## src/rtl/fpq_pkg.sv

```systemverilog
// Shared state encoding, default widths and sizing helper for the fpq transmit scheduler.
package fpq_pkg;

  typedef enum logic [1:0] {
    ST_IDLE  = 2'd0,
    ST_GRANT = 2'd1,
    ST_SEND  = 2'd2,
    ST_GAP   = 2'd3
  } fpq_state_e;

  localparam int FPQ_LEN_W = 8;

  function automatic int fpq_sel_w(input int n);
    return (n > 1) ? $clog2(n) : 1;
  endfunction

endpackage

```

## src/rtl/fpq_arb.sv

```systemverilog
// fpq_arb: one-hot grant among non-empty queues; lowest index wins, or round-robin
// starting at ptr when FPQ_TX_SCHED_RR_EN is defined.
module fpq_arb #(
  parameter int NQ    = 4,
  parameter int SEL_W = 2
) (
  input  logic [NQ-1:0]    req,
`ifdef FPQ_TX_SCHED_RR_EN
  input  logic [SEL_W-1:0] ptr,
`endif
  output logic [NQ-1:0]    gnt,
  output logic [SEL_W-1:0] idx,
  output logic             any
);

  logic [NQ-1:0]    view_s;
  logic [SEL_W-1:0] off_s;
  logic [SEL_W-1:0] idx_s;
  logic             found_s;

`ifdef FPQ_TX_SCHED_RR_EN
  function automatic logic [SEL_W-1:0] wrap_add(input logic [SEL_W-1:0] base, input int step);
    int sum;
    sum = int'(base) + step;
    if (sum >= NQ) begin
      sum = sum - NQ;
    end else begin
      sum = sum;
    end
    return SEL_W'(sum);
  endfunction

  // Rotate requests so bit 0 of the view is the queue at ptr.
  always_comb begin
    view_s = '0;
    for (int k = 0; k < NQ; k++) begin
      for (int i = 0; i < NQ; i++) begin
        view_s[k] = view_s[k] | (req[i] & (wrap_add(ptr, k) == SEL_W'(i)));
      end
    end
  end

  assign idx_s = wrap_add(ptr, int'(off_s));
`else
  assign view_s = req;
  assign idx_s  = off_s;
`endif

  // Lowest set bit of the request view wins.
  always_comb begin
    off_s   = '0;
    found_s = 1'b0;
    for (int k = 0; k < NQ; k++) begin
      if (!found_s && view_s[k]) begin
        off_s   = SEL_W'(k);
        found_s = 1'b1;
      end else begin
        off_s   = off_s;
        found_s = found_s;
      end
    end
  end

  assign gnt = found_s ? ({{(NQ-1){1'b0}}, 1'b1} << idx_s) : '0;
  assign idx = idx_s;
  assign any = found_s;

endmodule

```

## src/rtl/fpq_tx_sched.sv

```systemverilog
// fpq_tx_sched: grants one non-empty queue, strobes one tx_valid per byte, then idles GAP_CYC cycles.
// Define FPQ_TX_SCHED_RR_EN for round-robin arbitration instead of lowest-index priority.
module fpq_tx_sched
  import fpq_pkg::*;
#(
  parameter int NQ      = 4,
  parameter int LEN_W   = FPQ_LEN_W,
  parameter int GAP_CYC = 2,
  parameter int CNT_W   = 16
) (
  input  logic                       clk,
  input  logic                       rst_n,
  input  logic                       en,
  input  logic [NQ*LEN_W-1:0]        q_len,
  output logic [NQ-1:0]              q_go,
  output logic                       tx_valid,
  output logic                       tx_last,
  output logic [fpq_sel_w(NQ)-1:0]   tx_sel,
  output logic                       busy,
  output logic [CNT_W-1:0]           pkt_cnt
);

  localparam int SEL_W = fpq_sel_w(NQ);
  localparam int GAP_W = (GAP_CYC > 1) ? $clog2(GAP_CYC) : 1;

  fpq_state_e       state_r;
  logic [LEN_W-1:0] len_r;
  logic [LEN_W-1:0] rem_r;
  logic [GAP_W-1:0] gap_r;
  logic [NQ-1:0]    req_s;
  logic [NQ-1:0]    gnt_s;
  logic [SEL_W-1:0] idx_s;
  logic             any_s;

  // A queue requests service whenever its head length is non-zero.
  always_comb begin
    req_s = '0;
    for (int i = 0; i < NQ; i++) begin
      req_s[i] = |q_len[i*LEN_W +: LEN_W];
    end
  end

`ifdef FPQ_TX_SCHED_RR_EN
  logic [SEL_W-1:0] rr_ptr_r;
  logic [SEL_W-1:0] rr_next_s;

  assign rr_next_s = (tx_sel == SEL_W'(NQ-1)) ? '0 : (tx_sel + SEL_W'(1'b1));

  // Advance the round-robin pointer past the queue just granted.
  always_ff @(posedge clk or negedge rst_n) begin
    if (!rst_n) begin
      rr_ptr_r <= '0;
    end else if (state_r == ST_GRANT) begin
      rr_ptr_r <= rr_next_s;
    end
  end

  fpq_arb #(.NQ(NQ), .SEL_W(SEL_W)) u_arb (
    .req (req_s),
    .ptr (rr_ptr_r),
    .gnt (gnt_s),
    .idx (idx_s),
    .any (any_s)
  );
`else
  fpq_arb #(.NQ(NQ), .SEL_W(SEL_W)) u_arb (
    .req (req_s),
    .gnt (gnt_s),
    .idx (idx_s),
    .any (any_s)
  );
`endif

  // Scheduler FSM; every strobe is registered for the state it belongs to.
  always_ff @(posedge clk or negedge rst_n) begin
    if (!rst_n) begin
      state_r  <= ST_IDLE;
      q_go     <= '0;
      tx_valid <= 1'b0;
      tx_last  <= 1'b0;
      busy     <= 1'b0;
      tx_sel   <= '0;
      pkt_cnt  <= '0;
      len_r    <= '0;
      rem_r    <= '0;
      gap_r    <= '0;
    end else begin
      q_go     <= '0;
      tx_valid <= 1'b0;
      tx_last  <= 1'b0;
      case (state_r)
        ST_IDLE: begin
          if (en && any_s) begin
            state_r <= ST_GRANT;
            tx_sel  <= idx_s;
            len_r   <= q_len[idx_s*LEN_W +: LEN_W];
            q_go    <= gnt_s;
            busy    <= 1'b1;
          end
        end
        ST_GRANT: begin
          rem_r    <= len_r;
          tx_valid <= 1'b1;
          tx_last  <= (len_r == LEN_W'(1'b1));
          state_r  <= ST_SEND;
        end
        ST_SEND: begin
          // rem_r counts the byte on the wire this cycle, so 1 means last.
          if (rem_r == LEN_W'(1'b1)) begin
            pkt_cnt <= pkt_cnt + CNT_W'(1'b1);
            rem_r   <= '0;
            if (GAP_CYC > 0) begin
              state_r <= ST_GAP;
              gap_r   <= GAP_W'(GAP_CYC - 1);
            end else begin
              state_r <= ST_IDLE;
              busy    <= 1'b0;
            end
          end else begin
            rem_r    <= rem_r - LEN_W'(1'b1);
            tx_valid <= 1'b1;
            tx_last  <= (rem_r == LEN_W'(2'd2));
          end
        end
        ST_GAP: begin
          if (gap_r == '0) begin
            state_r <= ST_IDLE;
            busy    <= 1'b0;
          end else begin
            gap_r <= gap_r - GAP_W'(1'b1);
          end
        end
        default: begin
          state_r <= ST_IDLE;
          busy    <= 1'b0;
        end
      endcase
    end
  end

endmodule

```

## config.mk

```make
export PLATFORM = sky130hd
export DESIGN_NAME = fpq_tx_sched
export DESIGN_NICKNAME = d
export VERILOG_FILES = /design/src/rtl/fpq_pkg.sv /design/src/rtl/fpq_arb.sv /design/src/rtl/fpq_tx_sched.sv
export SDC_FILE = /design/constraint.sdc
export NUM_CORES = 1
export LEC_CHECK = 0
export ABC_AREA = 0
export BUFFER_PORTS_ARGS = -buffer_cell sky130_fd_sc_hd__buf_4
export CAP_MARGIN = 20
export CORE_MARGIN = 2
export CORE_UTILIZATION = 45
export CTS_CLUSTER_SIZE = 20
export DETAILED_ROUTE_END_ITERATION = 8
export GPL_ROUTABILITY_DRIVEN = 0
export PLACE_DENSITY = 0.76
export REMOVE_ABC_BUFFERS = 1
export SYNTH_ARGS = -nofsm -noshare
export SYNTH_HDL_FRONTEND = slang
export SYNTH_HIERARCHICAL = 1
export SYNTH_SLANG_ARGS = --single-unit
```

## constraint.sdc

```tcl
create_clock -name clk -period 2.5 [get_ports clk]
set_clock_uncertainty 0.2 [all_clocks]
set_input_delay 0.25 -clock clk [delete_from_list [all_inputs] [get_ports clk]]
set_output_delay 0.25 -clock clk [all_outputs]
set_load 0.05 [all_outputs]
```

==> summary.md <==
| Metric | Value |
|---|---|
| Status | `finished clean` |
| Final Max Slew Viols | `0` |
| I/O Buffers | `59` |
| Via-per-instance ratio | `5.450` |
| Final net count | `355` |
| Pre-CTS WS | `-0.04176 ns` |
| Crit Path Category | `flip-flop to flip-flop` |
| Hpwl dp | `4.286 mm` |
| Average size of a mapped cell | `10.11 µm²` |
| Leak | `1.548 nW` |
| Setup ws final | `0.08514 ns` |
| Worst relative slew slack | `0.4539` |
| Row Count | `26` |
| Register area | `1101 µm²` |
| Switching portion of total power | `0.3900` |
| Vias in the first global route | `2051` |
| Post-Syn Area | `2467 µm²` |
| Htree depth | `2` |
| CP Launch Type | `flip-flop` |
| Clock power frac | `0.204` |
| Synth warn | `6` |
| Die X | `78.05 µm` |
| Post-route ant nets | `0` |
| Hold Vio Cnt, Final | `0` |
| Final Cycle Share | `0.9659` |
| DRC viols | `0` |
| CP Capture Type | `flip-flop` |
| Via count | `2082` |
| P_int | `1.774 mW` |
| Total congestion overflow | `0` |
| Max Fclk | `0.4141 GHz` |
| N_diodes | `0` |
| #FFs+latches synth | `44` |
| Post-synthesis sequential area ratio | `0.4462` |
| Initial drt markers | `210` |
| Drt first pass iters | `4` |
| Starting density of the core | `0.4740` |
| Reg power frac | `0.368` |
| RSZ-0062 raised after global routing | `no` |
| GRT Total Usage | `0.1926` |
| Clock sink total | `44` |
| CTS tree | `built` |
| First-pass GRT wire length | `9.473 mm` |
| Pwr dens | `911.2 nW/µm²` |
| Clock buffer depth | `2` |
| Number of fill cells in the layout | `443` |
| Max-cap violations | `0` |
| Synthesized instance count | `244` |
| Required @ worst endpoint | `2.53 ns` |
| Final Util | `0.6132` |
| TritonCTS Buffers | `5` |
| Wire length per cell | `14.53 µm` |
| Largest net degree at the start of global routing | `45` |
| Final setup fails | `0` |
| Number of antenna violations at the first check in global routing | `0` |
| DIE AREA | `6091 µm²` |
| Arrival time at the worst endpoint | `2.44 ns` |
| Post CTS Setup Buffer Count | `0` |
| IO Count | `60` |
| Area of the multi-input gates | `1308 µm²` |
| Drt total wl | `5.552 mm` |
| P_sw | `1.134 mW` |
| Worst-margin pin slew | `0.8161 ns` |
| Maximum vdd ir drop | `0.0004265 V` |
| Final worst path period need | `2.415 ns` |
| Worst hold path type | `primary input to flip-flop` |
| CTS root buffer | `clkbuf_8` |
| Synth unique cells | `47` |
| Die H | `78.05 µm` |
| Clk slew on worst S/H paths | `0.09 ns` |
| Share of post-route cells with drive strength above 1 | `0.3173` |
| Area Overhead vs Synth | `29.36%` |
| Clock latency on the worst-skew pair | `0.30 ns` |
| Area of the core | `5205 µm²` |
| Comb pwr share | `0.428` |
| CP max FO | `7` |
-- cells by family (layout without fill, tap and decap cells) --
family | after synthesis | after routing | share of synthesized area
DFF | 44 | 44 | 0.4462
adders and majority gates | 9 | 9 | 0.04564
buffers and inverters | 21 | 89 | 0.03245
muxes | 10 | 10 | 0.08215
xor gates and xnor gates | 15 | 15 | 0.05325
and+or+nand+nor | 114 | 114 | 0.2536
AOI/OAI and AO/OA | 31 | 31 | 0.08672
-- synthesized netlist by cell type, drive strengths merged --
library cell  number  area share
a21boi             1      0.0030
a21oi              5       0.010
a221o              1      0.0041
a22o               4       0.014
a2bb2oi            2      0.0071
a32o               1      0.0041
a32oi              1      0.0036
and2               5       0.013
buf                2      0.0035
clkbuf             8       0.012
dfrtp             44        0.45
ha                 9       0.046
inv               11       0.017
mux2               2      0.0091
mux4               8       0.073
nand2             46       0.070
nand2b             2      0.0081
nand3              6       0.012
nand3b             1      0.0030
nand4              6       0.015
nand4b             1      0.0036
nor2              14       0.022
nor2b              1      0.0025
nor3               9       0.020
nor4              15       0.057
o21a               2      0.0061
o21ai             10       0.020
o2bb2ai            1      0.0036
o31ai              1      0.0030
o32a               1      0.0041
o32ai              1      0.0036
or2                1      0.0025
or3                1      0.0025
or3b               2      0.0071
or4                3      0.0091
or4b               1      0.0056
xnor2              7       0.025
xor2               8       0.028
-- worst max-delay path: stages, from the launching register on --
cell,delay (ns)
dfrtp_1,0.42
inv_1,0.12
ha_1,0.17
or4b_4,0.48
or4_4,0.53
nor4_4,0.29
xor2_1,0.16
-- worst paths after layout --
check                      cells past startpoint        start  slack (ns)          end
max reg2reg                                    6   state_r[0]        0.09  pkt_cnt[10]
min in group asynchronous                      2        rst_n        0.28  pkt_cnt[10]
max in group asynchronous                      2        rst_n        1.42     rem_r[7]
min reg2reg                                    1  pkt_cnt[15]        0.29  pkt_cnt[15]
max                                            6   state_r[0]        0.09  pkt_cnt[10]
min                                            4     q_len[2]        0.17     len_r[2]
-- cell type report --
cell class | instances | area share
clock inverters | 1 | 0.009408
well taps | 70 | 0.02744
clock buffers | 7 | 0.03018
multi-input cells | 179 | 0.4096
flip-flops and latches | 44 | 0.3450
repair buffers | 70 | 0.1654
inverters | 11 | 0.01294
-- cell usage in the layout (no fill, tap or decap), types with 6 or more instances in the layout --
cell type and count:
mux4_2 8, nand4_1 6, o21ai_1 8, nand3_1 6, ha_1 9, xor2_1 8
nand2_1 46, dfrtp_1 44, clkbuf_8 7, nor2_1 13, buf_4 69, inv_1 10
nor4_1 9, nor3_1 8, xnor2_1 7
-- power by group through the flow --
stage,Sequential (mW),Clock [mW],Combinational [mW]
2_1_floorplan,1.14,0,0.775
3_3_place_gp,1.08,0,1.21
3_5_place_dp,1.08,0,1.24
4_1_cts,1.07,0.601,1.25
5_1_grt,1.09,0.640,1.40
6_report,1.07,0.594,1.24
-- through the flow --
step	hold slack, ns	setup TNS (ns)	cell area, µm²	std cells	total power, mW
global route	0.1795	0	3192	382	3.130
finish	0.1736	0	3192	382	2.909
floorplan	-0.2456	-1.113	2429	234	1.915
CTS	0.1730	0	3174	382	2.916
detailed placement	0.08270	-0.1314	3034	373	2.319
global placement	0.07937	0	3034	373	2.286
-- state kept, by name, indices dropped and copies added (netlist names) --
register and count:
pkt_cnt 16, rem_r 8, tx_last 1, tx_sel 2, gap_r 1, tx_valid 1
len_r 8, q_go 4, state_r 2, busy 1
-- repair_timing --
item | in CTS | in global routing
endpoints found under the hold margin | 44 | 0
gates resized for setup | 1 | 2
setup endpoints to repair | 6 | 2
hold buffers | 1 | 0
-- routing by layer --
layer	track usage	vias up	wire [µm]
met4	0.05614	0	70
li1	-	1004	-
met1	0.2453	1003	2384
met2	0.3276	71	2804
met5	0	-	0
met3	0.04598	4	292
Power figures use the tool's default switching activity.
